===== config.mk =====
export PLATFORM = sky130hd
export DESIGN_NAME = mixer_rr
export DESIGN_NICKNAME = d
export VERILOG_FILES = /design/src/rtl/mixer_pkg.sv /design/src/rtl/mixer_rr_arbiter.sv /design/src/rtl/mixer_rr.sv
export SDC_FILE = /design/constraint.sdc
export NUM_CORES = 1
export LEC_CHECK = 0
export ABC_AREA = 1
export CAP_MARGIN = 0
export CORE_AREA = 2 2 188 190
export DETAILED_ROUTE_END_ITERATION = 8
export DIE_AREA = 0 0 190 192
export GPL_TIMING_DRIVEN = 0
export PLACE_DENSITY = 0.74
export SLEW_MARGIN = 20
export SYNTH_ARGS = -nofsm -noshare
export SYNTH_HDL_FRONTEND = slang
export SYNTH_HIERARCHICAL = 1
export SYNTH_SLANG_ARGS = --single-unit

===== constraint.sdc =====
create_clock -name sys_clk -period 5.1 [get_ports sys_clk]
set_clock_uncertainty 0.15 [all_clocks]
set_input_delay 1.275 -clock sys_clk [delete_from_list [all_inputs] [get_ports sys_clk]]
set_output_delay 1.275 -clock sys_clk [all_outputs]
set_load 0.005 [all_outputs]

===== src/rtl/mixer_pkg.sv =====
// Shared definitions for the round-robin frame mixer: FSM states and
// small elaboration-time helpers used to size fields from parameters.
package mixer_pkg;

  typedef enum logic [1:0] {
    IDLE = 2'd0,
    XFER = 2'd1,
    DROP = 2'd2
  } state_t;

  // The end-of-frame marker always rides in the top bit of a word.
  function automatic int eof_bit(input int width);
    return width - 1;
  endfunction

  // Ceiling log2, with clog2(1) = 0.
  function automatic int clog2(input int value);
    int result;
    result = 0;
    for (int v = value - 1; v > 0; v = v >> 1) begin
      result++;
    end
    return result;
  endfunction

endpackage


===== src/rtl/mixer_rr_arbiter.sv =====
// Combinational rotating priority encoder. In round-robin mode the search
// starts one past the last served port. In fixed mode it always starts at
// port 0, so the lowest requesting index wins.
module mixer_rr_arbiter
  import mixer_pkg::*;
#(
  parameter int NPORT = 5,
  parameter int PW    = clog2(NPORT)
) (
  input  logic [NPORT-1:0] req,
  input  logic [PW-1:0]    ptr,
  input  logic             mode,
  output logic [NPORT-1:0] gnt,
  output logic [PW-1:0]    gnt_idx
);

  logic [PW-1:0] idx;
  logic          found;

  // Walk the ports in priority order and pick the first one requesting.
  always_comb begin
    gnt     = '0;
    gnt_idx = '0;
    found   = 1'b0;
    idx     = '0;
    for (int k = 0; k < NPORT; k++) begin
      if (mode) begin
        idx = PW'(k);
      end else begin
        idx = PW'((int'(ptr) + 1 + k) % NPORT);
      end
      if (!found && req[idx]) begin
        found    = 1'b1;
        gnt[idx] = 1'b1;
        gnt_idx  = idx;
      end
    end
  end

endmodule


===== src/rtl/mixer_rr.sv =====
// N-input frame mixer. It moves whole frames from NPORT first-word-fall-through
// FIFOs into one output FIFO. Once a port owns the output, it keeps it until
// its EOF word is popped. A frame that runs past MAX_WORDS is closed early with
// a forced EOF, and the remainder of that frame is discarded at the input.
module mixer_rr
  import mixer_pkg::*;
#(
  parameter int               NPORT     = 5,
  parameter int               WIDTH     = 72,
  parameter logic [NPORT-1:0] EN_MASK   = {NPORT{1'b1}},
  parameter int               MODE      = 0,
  parameter int               MAX_WORDS = 190
) (
  input  logic                   sys_clk,
  input  logic                   sys_rst,
  input  logic [NPORT*WIDTH-1:0] port_dout,
  input  logic [NPORT-1:0]       port_empty,
  output logic [NPORT-1:0]       port_rd_en,
  output logic [WIDTH-1:0]       din,
  input  logic                   full,
  output logic                   wr_en,
  output logic [NPORT-1:0]       grant,
  output logic                   trunc_err,
  output logic [31:0]            frame_cnt
);

  localparam int PW      = clog2(NPORT);
  localparam int CW      = clog2(MAX_WORDS + 1);
  localparam int EOF_POS = eof_bit(WIDTH);

  state_t           state;
  logic [NPORT-1:0] req;
  logic [NPORT-1:0] arb_gnt;
  logic [PW-1:0]    arb_idx;
  logic [PW-1:0]    rr_ptr;
  logic [PW-1:0]    gidx;
  logic [CW-1:0]    wcnt;
  logic [WIDTH-1:0] head;
  logic [WIDTH-1:0] trunc_word;
  logic             pop;

  assign req = ~port_empty & EN_MASK;

  mixer_rr_arbiter #(
    .NPORT (NPORT),
    .PW    (PW)
  ) u_arbiter (
    .req     (req),
    .ptr     (rr_ptr),
    .mode    (MODE != 0),
    .gnt     (arb_gnt),
    .gnt_idx (arb_idx)
  );

  // Select the head word of the port that currently owns the output.
  always_comb begin
    head = '0;
    for (int i = 0; i < NPORT; i++) begin
      if (gidx == PW'(i)) begin
        head = port_dout[i*WIDTH +: WIDTH];
      end
    end
    trunc_word          = head;
    trunc_word[EOF_POS] = 1'b1;
  end

  // Pop only from the owner. While draining, ignore back-pressure because
  // nothing is written to the output.
  always_comb begin
    port_rd_en = '0;
    case (state)
      XFER:    port_rd_en = grant & ~port_empty & {NPORT{~full}};
      DROP:    port_rd_en = grant & ~port_empty;
      default: port_rd_en = '0;
    endcase
  end

  assign pop = |port_rd_en;

  // Frame FSM. It owns the grant, the fairness pointer, the word counter, the
  // registered output word, and the frame counter.
  always_ff @(posedge sys_clk or posedge sys_rst) begin
    if (sys_rst) begin
      state     <= IDLE;
      grant     <= '0;
      gidx      <= '0;
      rr_ptr    <= PW'(NPORT - 1);
      wcnt      <= '0;
      din       <= '0;
      wr_en     <= 1'b0;
      trunc_err <= 1'b0;
      frame_cnt <= '0;
    end else begin
      wr_en     <= 1'b0;
      trunc_err <= 1'b0;
      case (state)
        IDLE: begin
          if (|req) begin
            grant <= arb_gnt;
            gidx  <= arb_idx;
            wcnt  <= '0;
            state <= XFER;
          end
        end
        XFER: begin
          if (pop) begin
            din   <= head;
            wr_en <= 1'b1;
            if (wcnt != CW'(MAX_WORDS)) begin
              wcnt <= wcnt + 1'b1;
            end
            if (head[EOF_POS]) begin
              frame_cnt <= frame_cnt + 32'd1;
              grant     <= '0;
              rr_ptr    <= gidx;
              state     <= IDLE;
            end else if (wcnt == CW'(MAX_WORDS - 1)) begin
              din       <= trunc_word;
              trunc_err <= 1'b1;
              frame_cnt <= frame_cnt + 32'd1;
              state     <= DROP;
            end
          end
        end
        DROP: begin
          if (pop && head[EOF_POS]) begin
            grant  <= '0;
            rr_ptr <= gidx;
            state  <= IDLE;
          end
        end
        default: begin
          state <= IDLE;
          grant <= '0;
        end
      endcase
    end
  end

endmodule

==> impl_results.md <==
- Complex-gate fraction of the synthesized area: 17.3%
- RSZ-0062 raised after global routing: yes
- CP startpoint kind: flip-flop
- CP max FO: 7
- GP Congestion: 1.03
- Synth Area in Simple Gates: 35.8%
- Grt total ovfl: 0
- I/O pin count: 484
- Row cnt: 68
- Sequential fraction of the synthesis area: 27.9%
- Power per cell area: 795 nW/um^2
- Clock buffer depth: 2
- Clock slew at reported path FFs: 0.07 ns
- Clock sink count: 127
- CP most frequent cell: nand2_4
- Post-synth top area cell: dfrtp_1
- Routed WL per cell: 21.1 um
- Pint: 7.12 mW
- Crit path DAT: 5.40 ns
- Top post-synthesis cells by area: dfrtp_1 28%, nand2_1 15%, a21oi_1 7.3%
- Static leakage: 8.43 nW
- Total die area: 36500 sq um
- Primary FF master, synth: dfrtp_1
- Total negative setup slack: -0.172 ns
- Clk pwr share: 8.6%
- Via/cell ratio: 5.33
- DP Area: 16800 sq um
- Failing checks: setup timing
- Sw Ratio: 52.8%
- Tcrit/Tclk final: 101%
- Vias in the first global route: 14.1k
- CTS buffer count: 17
- Psw: 7.97 mW
- Vias: 14.8k
- Distinct cells, synth: 48
- PortBufs: 483
- Post-synthesis register bit count: 127
- Pre-CTS setup slack: -0.948 ns
- Peak supply drop: 0.486 mV
- Total track usage: 30.1%
- Largest net degree at the start of global routing: 86
- Mapped Cells: 1723
- H-tree depth: 4
- Area Growth Syn to Fin: 66.5%
- Final Hold Fails: 0
- Max transition margin: 45.1%
- Required @ worst endpoint: 5.33 ns
- Adder-Cell Fraction of Synth Area: 5.49%
- Fmax: 193 MHz
- Max stage delay on crit path: 0.54 ns
- Mapped Area: 11400 sq um
- DRT Pass-1 Iters: 6
- Die W: 190 um
- DRT Wirelength: 58800 um
- Area share of the largest cell type after synthesis: 27.7%
- Nets: 2726
- Final Cell Area: 19000 sq um
- Worst Hold Class: flip-flop to flip-flop
- Syn Area/Cell: 6.61 sq um
- CTS tree: done
- Worst-Margin Slew: 0.823 ns
- Final HPWL DP: 44800 um
- Antenna-violating nets left: 0
- Total power: 15.1 mW
- Core ar.: 34300 sq um
- Clock period minus worst slack: 5.17 ns
- Fill cells: 3123
- Worst Setup End Kind: flip-flop
- Area taken by multi-input logic gates: 7830 sq um
- Initial DRC Count: 1102
- Slew Viols, Final: 0
- Reg area: 3180 sq um
- Synth warn: 6
- Root Buffer: clkbuf_16
- Initial Util: 33.2%
- Layout cell share with drive strength beyond 1: 15.3%
- Async SR Flop Fraction: 100%
- Synth Area in XOR/XNOR: 2.90%
- CP max-delay cell: dfrtp_4
- Status: complete, but fails checks
- Max-Cap Viols: 0
- Final worst setup slack: -0.0688 ns
- Combinational group share of total power: 80.3%
- Critical path class: flip-flop to flip-flop
- Die Ht: 192 um
- Hold slack: 0.332 ns
- Largest family of logic cells by synthesized area: simple AND/OR/NAND/NOR gates
- Clk_lat worst skew: 0.45 ns
- First-pass GRT wire length: 82300 um
- Post-synth EDFFs: 0
- Remaining DRCs: 0
- Sequential power share: 11.2%
- Antenna violations before repair: 15
- Post-synthesis mux area share: 0%
- Finish-stage setup viols: 5
- CTS hold repair buffers: 0
-- cell type report --
cell class | instances | share of cell area, %
well taps | 455 | 3.00
inverters | 228 | 4.86
clock buffers | 19 | 2.39
multi-input cells | 1295 | 41.3
flip-flops and latches | 127 | 16.8
repair buffers | 564 | 29.0
clock inverters | 13 | 0.726
diodes | 8 | 0.106
plain buffers | 75 | 1.81
-- routing by layer --
metal	vias up	GRT usage, %	wire (um)
met5	-	0	61
met4	10	13.3	2480
met3	167	6.67	4310
met2	702	53.6	29400
met1	7083	34.6	22500
li1	6872	-	-
-- layout by cell type (no fill, tap or decap), types with 7 or more instances in the layout --
cell,netlist,routed
nor3_1,25,25
inv_4,2,8
dfrtp_1,126,124
ha_4,0,12
inv_1,206,182
clkbuf_16,0,17
diode_2,0,8
nor2_2,9,9
nand3b_1,7,7
buf_6,2,11
nor2_1,155,149
nand4_1,41,41
buf_4,5,74
nand2_1,451,410
a21oi_1,167,163
xor2_1,25,22
nand2_2,19,34
clkdlybuf4s50_1,0,483
xnor2_1,9,9
inv_2,18,30
nand3_1,165,142
buf_2,20,20
nand3_4,4,15
clkbuf_1,48,48
o2111a_1,70,70
nand3_2,9,21
o21ai_0,41,38
nand2_4,1,25
nor2_4,4,10
o21ai_1,10,7
ha_1,50,32
-- final timing paths --
kind                       startpoint   endpoint  slack [ns]  depth (start not counted)
max                         rr_ptr[0]   grant[3]       -0.07                         41
min                           din[71]    din[71]        0.33                          2
max reg2reg                 rr_ptr[0]   grant[3]       -0.07                         41
min reg2reg                   din[71]    din[71]        0.33                          2
max in group asynchronous     sys_rst    din[61]        2.94                          3
min in group asynchronous     sys_rst  trunc_err        1.05                          2
-- cells by family after synthesis --
kind of cell	after synthesis
adders and majority gates	50
and+or+nand+nor	908
AOI/OAI and AO/OA	298
buffers and inverters	303
other	1
DFF	127
xor gates and xnor gates	36
-- power by group through the flow --
stage / clock, mW / sequential, mW / combinational [mW]
after global routing: 1.36 / 1.73 / 13.1
after CTS: 1.31 / 1.67 / 9.43
after floorplan: 0 / 1.66 / 5.90
final: 1.29 / 1.69 / 12.1
after global placement: 0 / 1.69 / 8.44
after detailed placement: 0 / 1.70 / 8.68
-- synth_stat cells, drive strengths merged, types with 43 or more instances --
master,instances
a21oi,168
ha,50
o2111a,70
dfrtp,126
nand3,178
nor2,169
inv,226
nand2,471
o21ai,52
clkbuf,48
nand4,43
-- repair_timing --
| item | CTS | global route |
|---|---|---|
| pin swaps | 22 | 90 |
| resized for setup | 58 | 168 |
| cloned | 1 | 0 |
| setup endpoints to repair | 8 | 8 |
| setup buffers | 25 | 54 |
-- state kept, by name, summed over array words and instances (netlist names), 2 cells and up --
signal,flops
wcnt,8
grant,5
frame_cnt,32
state,2
din,72
rr_ptr,3
gidx,3
-- through the flow --
stage	std cells	utilization, %
finish	2784	55.3
global placement	2663	49.0
floorplan	1725	-
detailed placement	2664	49.1
CTS	2722	52.0
global route	2783	55.3
-- critical path: cells and delay by family, from the launching register on --
| family | cells | cell delay (ns) |
|---|---|---|
| compound gates | 2 | 0.36 |
| fa+ha+maj | 3 | 0.60 |
| buf+inv | 11 | 0.92 |
| flops | 1 | 0.54 |
| simple gates | 25 | 2.50 |
Note: power is estimated with default switching activity, not from simulation.
